### src/rtl/rcpu_mem_bridge.sv
`default_nettype none
// ============================================================================
// Module   : rcpu_mem_bridge
// Purpose  : rcpu core <-> wait-stated external SRAM bridge with a posted-write
//            FIFO that drains ahead of every read. Optional one-entry read
//            buffer enabled by defining RCPU_MEMBRIDGE_RDBUF_EN.
// Revision : 1.0 - initial release
// ============================================================================
module rcpu_mem_bridge #(
    parameter int N        = 32,
    parameter int M        = 16,
    parameter int WAIT     = 2,
    parameter int WB_DEPTH = 4
) (
    input  logic         clk,
    input  logic         rst,
    input  logic [N-1:0] cpu_addr,
    input  logic [M-1:0] cpu_wdata,
    input  logic         cpu_re,
    input  logic         cpu_we,
    output logic [M-1:0] cpu_rdata,
    output logic         cpu_ready,
    output logic         wb_overflow,
    output logic [N-1:0] ext_addr,
    output logic [M-1:0] ext_wdata,
    input  logic [M-1:0] ext_rdata,
    output logic         ext_re,
    output logic         ext_we
);

    localparam int          PW      = (WB_DEPTH > 1) ? $clog2(WB_DEPTH) : 1;
    localparam logic [3:0]  WAIT_C  = 4'(WAIT);
    localparam logic [PW:0] DEPTH_C = (PW + 1)'(WB_DEPTH);

    typedef enum logic [1:0] {
        S_IDLE = 2'd0,
        S_WR   = 2'd1,
        S_RD   = 2'd2,
        S_RESP = 2'd3
    } state_t;

    state_t        state_q, state_d;
    logic [3:0]    cnt_q, cnt_d;
    logic [N-1:0]  fifo_addr_q [WB_DEPTH];
    logic [M-1:0]  fifo_data_q [WB_DEPTH];
    logic [PW-1:0] wr_ptr_q, rd_ptr_q;
    logic [PW:0]   count_q;
    logic [N-1:0]  rd_addr_q, rd_addr_d;
    logic [M-1:0]  rdata_q, rdata_d;
    logic          ovf_q;
    logic          last_cyc, pop, push;

    // A full FIFO still takes a write on the edge its head retires.
    assign last_cyc = (cnt_q == WAIT_C);
    assign pop      = (state_q == S_WR) && last_cyc;
    assign push     = cpu_we && ((count_q != DEPTH_C) || pop);

    assign cpu_rdata   = rdata_q;
    assign wb_overflow = ovf_q;

`ifdef RCPU_MEMBRIDGE_RDBUF_EN
    logic         rb_valid_q, rb_valid_d;
    logic [N-1:0] rb_addr_q, rb_addr_d;
    logic [M-1:0] rb_data_q, rb_data_d;

    // Invalidation is applied after the fill so a same-edge write wins.
    always_comb begin
        rb_valid_d = rb_valid_q;
        rb_addr_d  = rb_addr_q;
        rb_data_d  = rb_data_q;
        if ((state_q == S_RD) && last_cyc) begin
            rb_valid_d = 1'b1;
            rb_addr_d  = rd_addr_q;
            rb_data_d  = ext_rdata;
        end
        if (push && (cpu_addr == rb_addr_d)) begin
            rb_valid_d = 1'b0;
        end
    end

    always_ff @(posedge clk) begin
        if (!rst) begin
            rb_valid_q <= 1'b0;
            rb_addr_q  <= '0;
            rb_data_q  <= '0;
        end else begin
            rb_valid_q <= rb_valid_d;
            rb_addr_q  <= rb_addr_d;
            rb_data_q  <= rb_data_d;
        end
    end
`endif

    always_comb begin
        state_d   = state_q;
        cnt_d     = cnt_q;
        rd_addr_d = rd_addr_q;
        rdata_d   = rdata_q;
        ext_re    = 1'b0;
        ext_we    = 1'b0;
        ext_addr  = '0;
        ext_wdata = '0;
        cpu_ready = 1'b0;
        case (state_q)
            S_IDLE: begin
                cnt_d = '0;
                // A read never launches alongside a write so it sees that write.
                if (count_q != '0) begin
                    state_d = S_WR;
                end else if (cpu_re && !cpu_we) begin
                    rd_addr_d = cpu_addr;
`ifdef RCPU_MEMBRIDGE_RDBUF_EN
                    if (rb_valid_q && (rb_addr_q == cpu_addr)) begin
                        rdata_d = rb_data_q;
                        state_d = S_RESP;
                    end else begin
                        state_d = S_RD;
                    end
`else
                    state_d = S_RD;
`endif
                end
            end
            S_WR: begin
                ext_we    = 1'b1;
                ext_addr  = fifo_addr_q[rd_ptr_q];
                ext_wdata = fifo_data_q[rd_ptr_q];
                if (last_cyc) begin
                    cnt_d   = '0;
                    state_d = S_IDLE;
                end else begin
                    cnt_d = cnt_q + 4'd1;
                end
            end
            S_RD: begin
                ext_re   = 1'b1;
                ext_addr = rd_addr_q;
                if (last_cyc) begin
                    cnt_d   = '0;
                    rdata_d = ext_rdata;
                    state_d = S_RESP;
                end else begin
                    cnt_d = cnt_q + 4'd1;
                end
            end
            S_RESP: begin
                cpu_ready = 1'b1;
                state_d   = S_IDLE;
            end
            default: state_d = S_IDLE;
        endcase
    end

    always_ff @(posedge clk) begin
        if (push) begin
            fifo_addr_q[wr_ptr_q] <= cpu_addr;
            fifo_data_q[wr_ptr_q] <= cpu_wdata;
        end
    end

    always_ff @(posedge clk) begin
        if (!rst) begin
            state_q   <= S_IDLE;
            cnt_q     <= '0;
            wr_ptr_q  <= '0;
            rd_ptr_q  <= '0;
            count_q   <= '0;
            rd_addr_q <= '0;
            rdata_q   <= '0;
            ovf_q     <= 1'b0;
        end else begin
            state_q   <= state_d;
            cnt_q     <= cnt_d;
            rd_addr_q <= rd_addr_d;
            rdata_q   <= rdata_d;
            if (push) begin
                wr_ptr_q <= wr_ptr_q + PW'(1);
            end
            if (pop) begin
                rd_ptr_q <= rd_ptr_q + PW'(1);
            end
            case ({push, pop})
                2'b10:   count_q <= count_q + (PW + 1)'(1);
                2'b01:   count_q <= count_q - (PW + 1)'(1);
                default: count_q <= count_q;
            endcase
            if (cpu_we && !push) begin
                ovf_q <= 1'b1;
            end
        end
    end

endmodule
`default_nettype wire

### config.mk
export PLATFORM = sky130hd
export DESIGN_NAME = rcpu_mem_bridge
export DESIGN_NICKNAME = d
export VERILOG_FILES = /design/src/rtl/rcpu_mem_bridge.sv
export SDC_FILE = /design/constraint.sdc
export NUM_CORES = 1
export LEC_CHECK = 0
export ABC_CLOCK_PERIOD_IN_PS = 8900
export CAP_MARGIN = 20
export CORE_MARGIN = 2
export CORE_UTILIZATION = 50
export DETAILED_ROUTE_END_ITERATION = 7
export GPL_TIMING_DRIVEN = 0
export PLACE_DENSITY_LB_ADDON = 0.15
export SYNTH_ARGS = -nofsm -noshare
export SYNTH_HDL_FRONTEND = slang
export SYNTH_SLANG_ARGS = --single-unit
### constraint.sdc
create_clock -name clk -period 8.9 [get_ports clk]
set_clock_uncertainty 0.15 [all_clocks]
set_input_delay 2.67 -clock clk [delete_from_list [all_inputs] [get_ports clk]]
set_output_delay 2.67 -clock clk [all_outputs]
set_load 0.005 [all_outputs]
======== Word-level counts from Yosys, hierarchy flattened ========
Memories as Yosys holds them, arrays and structs flattened. A register that Yosys moved wholly into a read port is not among the register bits.
Cells that the tools add are included.
cells by class
  eq/ne operators ......................... 10
  reduce and logical (&&, ||, !) cells .... 15
  mux-type cells .......................... 19
  bitwise operators ....................... 1
  add/subtract/negate cells ............... 5
operator list
  kind                 number
  $pmux 32 s2          1
  $mux 16              1
  $mux 2               8
  $pmux 2 s4           1
  $pmux 4 s2           1
  $eq 2x2->1 const B   3
  $ne 3x3->1 const B   2
  $pmux 3 s2           1
  $reduce_and 3->1     2
  $mux 1               5
  $add 2x1->2 const B  2
  $add 4x1->4 const B  1
  $eq 2x1->1 const B   2
  $eq 4x2->1 const B   1
  $logic_and 1x1->1    4
  $mux 4               1
  $ne 2x2->1 const B   2
  $reduce_bool 2->1    2
  $add 3x1->3 const B  1
  $reduce_bool 3->1    1
  $sub 3x1->3 const B  1
  $logic_not 1->1      2
  $logic_not 2->1      1
  $reduce_and 2->1     1
  other kinds (3)      3
storage, ports and cells
  word-level logic and storage cells ...... 60
  RAM bits ................................ 192
  flip-flop bits (word level) ............. 62
  memories kept ........................... 2
  output and inout bits ................... 68
  bits of input ports ..................... 68
memory list
  name         words  bits a word  read ports  clocked after memory_dff  write ports  line  RTL
  fifo_addr_q  4      32           1           1                         1            44    logic [N-1:0] fifo_addr_q [WB_DEPTH];
  fifo_data_q  4      16           1           1                         1            45    logic [M-1:0] fifo_data_q [WB_DEPTH];

======== Depth between registers and ports, before layout ========
  word-level depth ........................ 6
  gate-level depth with buffers ........... 9
  gate-level depth less buffers ........... 8

======== Worst setup path before layout ========
No wires, ideal clock.
  path type ............................... input to register
  start ................................... input port cpu_we
  end ..................................... memory fifo_addr_q[0][0] (enable)
  setup slack ............................. 3.900 ns
  stages .................................. 4
  buffers on the path ..................... 1
  arrival ................................. 4.440 ns
  required time ........................... 8.340 ns
  setup time .............................. 0.410 ns
  cells stage by stage .................... buf_2 inv_1 a21oi_1 and2_1
on the way
  cells in the longest elaborated chain, start to end .. 3
ends and longest elaborated chain
  what                          line  RTL
  from (decl)                   20    input logic cpu_we,
  $logic_and 1x1->1             56    assign push = cpu_we && ((count_q != DEPTH_C) || pop);
  $mux 1                        155   if (push) begin
  $mux 1 (not written as such)  156   fifo_addr_q[wr_ptr_q] <= cpu_addr;
  to (decl)                     44
No other way between the ends.

======== Worst setup path in the final report ========
  start ................................... register state_q[0]
  end ..................................... output port ext_addr[16]
on the way
  cells in the longest elaborated chain, start to end .. 2
  elaborated cells on any way between the ends .. 3
  those cells by class .................... eq/ne: 2; mux: 1
ends and longest elaborated chain
  what                                             line  RTL
  from (decl)                                      42    state_t state_q, state_d;
  from (signal assigned)                           172   state_q <= state_d;
  $eq 2x2->1 / $eq 2x1->1 (equally long branches)  104   case (state_q)
  $pmux 32 s2 (*)                                  104
  to (decl)                                        24    output logic [N-1:0] ext_addr,
Every way passes the cells marked *; elsewhere a longest branch is shown, timed or not.

==> impl_metrics.yaml <==
power_and_ir_drop:
  power_frac_seq_pct: 46.9
  p_int_mw: 2.193
  p_comb_share_pct: 17.4
  totalPowerFinal_mw: 2.937
  power_density_nw_per_um2: 232.5
  p_leak_nw: 4.096
  p_switching_mw: 0.7435
  clock_power_share_pct: 35.7
  irDropWorstVdd_mv: 0.1433
  switching_share_pct: 25.32
global_routing:
  grt_pass1_vias: 6530
  grt_max_degree: 49
  grt_pass1_wl_um: 35780
  grt.overflow.total: 0
  grtUsageTotal_pct: 21.58
  antenna_found_initial: 1
run:
  drv_cap: 0
placement:
  numPortBuffers: 134
  post-dp-hpwl_um: 14720
  gp_congestion: 0.7685
  placed_area_um2: 11800
clock_network:
  cts_buffers: 26
  clock-sinks: 256
  postCtsHoldBufs: 0
  cts_root_buf: "clkbuf_16"
  cts_max_level: 1
  cts_setup_buffers: 0
  cts_tree: "done"
  insertion_delay_ns: 0.53
  clk_path_buf_depth: 3
  cts.repair.resized: 0
  clk_pin_slew_worst_paths_ns: 0.07
routing:
  drt_iter0_drc: 572
  viasPerCell: 5.758
  vias: 6259
  drc: 0
  routedWlPerCell_um: 21.51
  drt-pass1-iter-count: 6
  ant_nets: 0
  wirelength_um: 23380
final_layout:
  multiInputGateArea_um2: 2806
  layout_commonest_cell: "edfxtp_1"
  antenna_cells: 0
  utilization_pct: 64.27
  drive_gt1_share_pct: 14.36
  final_cell_mix: "edfxtp_1 (192), clkdlybuf4s50_1 (134), dfxtp_1 (64)"
  postLayoutCellArea_um2: 12630
  syn_to_final_growth_pct: 25.04
  num-nets-final: 882
  ff_latch_area_um2: 7047
  fillers: 1471
status:
  status: "complete, no violations"
die:
  die_w_um: 146.1
  die_h_um: 146.1
  io_pins: 136
  die-area_um2: 21360
  initial_core_util_pct: 51.40
  rows: 51
  core-area_um2: 19650
yosys:
  synth_area_leaders: "edfxtp_1 (57%), dfxtp_1 (13%), mux4_2 (11%), a22o_1 (2.9%), a21oi_1 (2.8%)"
  ys_seq_elements: 256
  ys.warnings.count: 0
  synth_area_um2: 10100
  synthXorXnorAreaFrac_pct: 0.1734
  synthSimpleGateAreaFrac_pct: 6.762
  synth_top_family_by_area: "multiplexers"
  ys_async_sr_fraction_pct: 0
  seq_area_frac_synth_pct: 69.75
  syn_inst: 639
  synth_edf_count: 192
  synthMuxAreaShare_pct: 11.00
  avgSynthCellArea_um2: 15.81
  syn-num-nets: 719
  synth_top_area_cell: "edfxtp_1"
  synth_cell_types: 44
  synth_top_area_share_pct: 57.07
  ys.flop_type: "edfxtp_1"
  synth_compound_area_share_pct: 8.199
  synthAdderAreaFrac_pct: 1.561
critical_path:
  crit_path_end_kind: "primary output"
  crit_path_frequent_cell: "clkbuf_1"
  crit_path_start_kind: "flop"
  crit_arrival_ns: 3.22
  critPathKind: "reg -> out"
  slowest_stage: "clkbuf_1"
  worstPathCellList: "inv_1 -> ha_1 -> and2_1 -> clkbuf_1 -> clkbuf_1 -> a22o_1 -> clkdlybuf4s50_1"
  slowest_delay_ns: 0.55
  required_ns: 6.08
  cp_max_fo: 10
  critical_path.top_delay_family: "buffers and inverters"
  cp.buffers_inverters: 4
sta:
  fmax_mhz: 165.7
  grt_setup_unrepaired: "no"
  setup_viol: 0
  worst_slew_pin_slew_ns: 0.8264
  relSlewSlack_pct: 44.90
  min_period_ns: 6.036
  slew_violations: 0
  timing.setup.tns_ns: 0
  hold_viol_final: 0
  post-route-period-util_pct: 67.82
worst_hold_path:
  hold_class: "reg -> reg"
[layout make-up]
class | count | share of cell area [%]
multi-input combinational | 325 | 22.22
buffer | 47 | 1.714
tap | 265 | 2.625
clock inverter | 11 | 0.5943
clock buffer | 37 | 5.963
sequential | 256 | 55.78
timing repair buffer | 135 | 10.78
inverter | 11 | 0.3269
[power groups by stage]
| stage | combinational [mW] | clock, mW | sequential (mW) |
|---|---|---|---|
| 2_1_floorplan | 0.263 | 0 | 1.40 |
| 3_3_place_gp | 0.497 | 0 | 1.40 |
| 3_5_place_dp | 0.508 | 0 | 1.40 |
| 4_1_cts | 0.512 | 1.06 | 1.38 |
| 5_1_grt | 0.550 | 1.11 | 1.38 |
| 6_report | 0.511 | 1.05 | 1.38 |
[logic make-up (layout without fill, tap and decap cells)]
logic type,count (synthesis),count (layout)
buffers and inverters,58,241
multiplexers,51,51
AND/OR/NAND/NOR,127,127
XOR/XNOR,2,2
flip-flops,256,256
adder cells (fa/ha/maj),12,12
AO/OA/AOI/OAI,133,133
[synth_stat cells (2+ instances only)]
cell         n
a21oi_1     56
a22o_1      33
and2_1      23
and4bb_2     2
buf_2       15
buf_6        2
clkbuf_1    27
clkbuf_2     2
dfxtp_1     64
edfxtp_1   192
ha_1        11
inv_1       11
mux2i_1      3
mux4_2      48
nand2_1     42
nand2b_1     3
nand3_1     33
nand4bb_1    2
nor2_1       6
nor2b_1      4
nor3_1       3
o21ai_0     31
o21ai_1      5
[worst register-to-register path: stages, from the launching register on]
cell and delay (ns):
dfxtp_1 0.34, inv_1 0.12, ha_1 0.21, buf_2 0.25, nand4bb_1 0.35, a21oi_1 0.52
and2_2 0.79, buf_12 0.28
[flip-flops by register name (all words and copies together), names as in the netlist, named ones only]
register,count
cpu_rdata,16
fifo_addr_q,128
rd_addr_q,32
state_q,2
wb_overflow,1
wr_ptr_q,2
cnt_q,4
count_q,3
rd_ptr_q,2
fifo_data_q,64
[worst paths after layout]
check / slack [ns] / cells after the start / start / to
setup / recovery: 2.86 / 7 / state_q[0] / ext_addr[16]
hold / removal: 0.31 / 2 / cpu_rdata[4] / cpu_rdata[4]
setup reg to reg: 5.56 / 7 / state_q[1] / fifo_addr_q[3][5]
hold reg to reg: 0.31 / 2 / cpu_rdata[4] / cpu_rdata[4]
[per-stage QoR]
step                hold WS, ns  cells  setup slack (ns)
floorplan                0.3027    639             3.900
global placement         0.2941   1038             2.815
detailed placement       0.2974   1039             3.414
CTS                      0.3055   1087             2.840
global route             0.3214   1087             2.681
finish                   0.3063   1087             2.864
[metal layers]
layer	vias to the layer above	wire, um	track usage (%)
li1	2815	-	-
met1	3117	9419	28.65
met2	287	11760	37.15
met3	38	1805	3.844
met4	2	379	5.680
met5	-	13	0
Power figures use the tool's default switching activity.
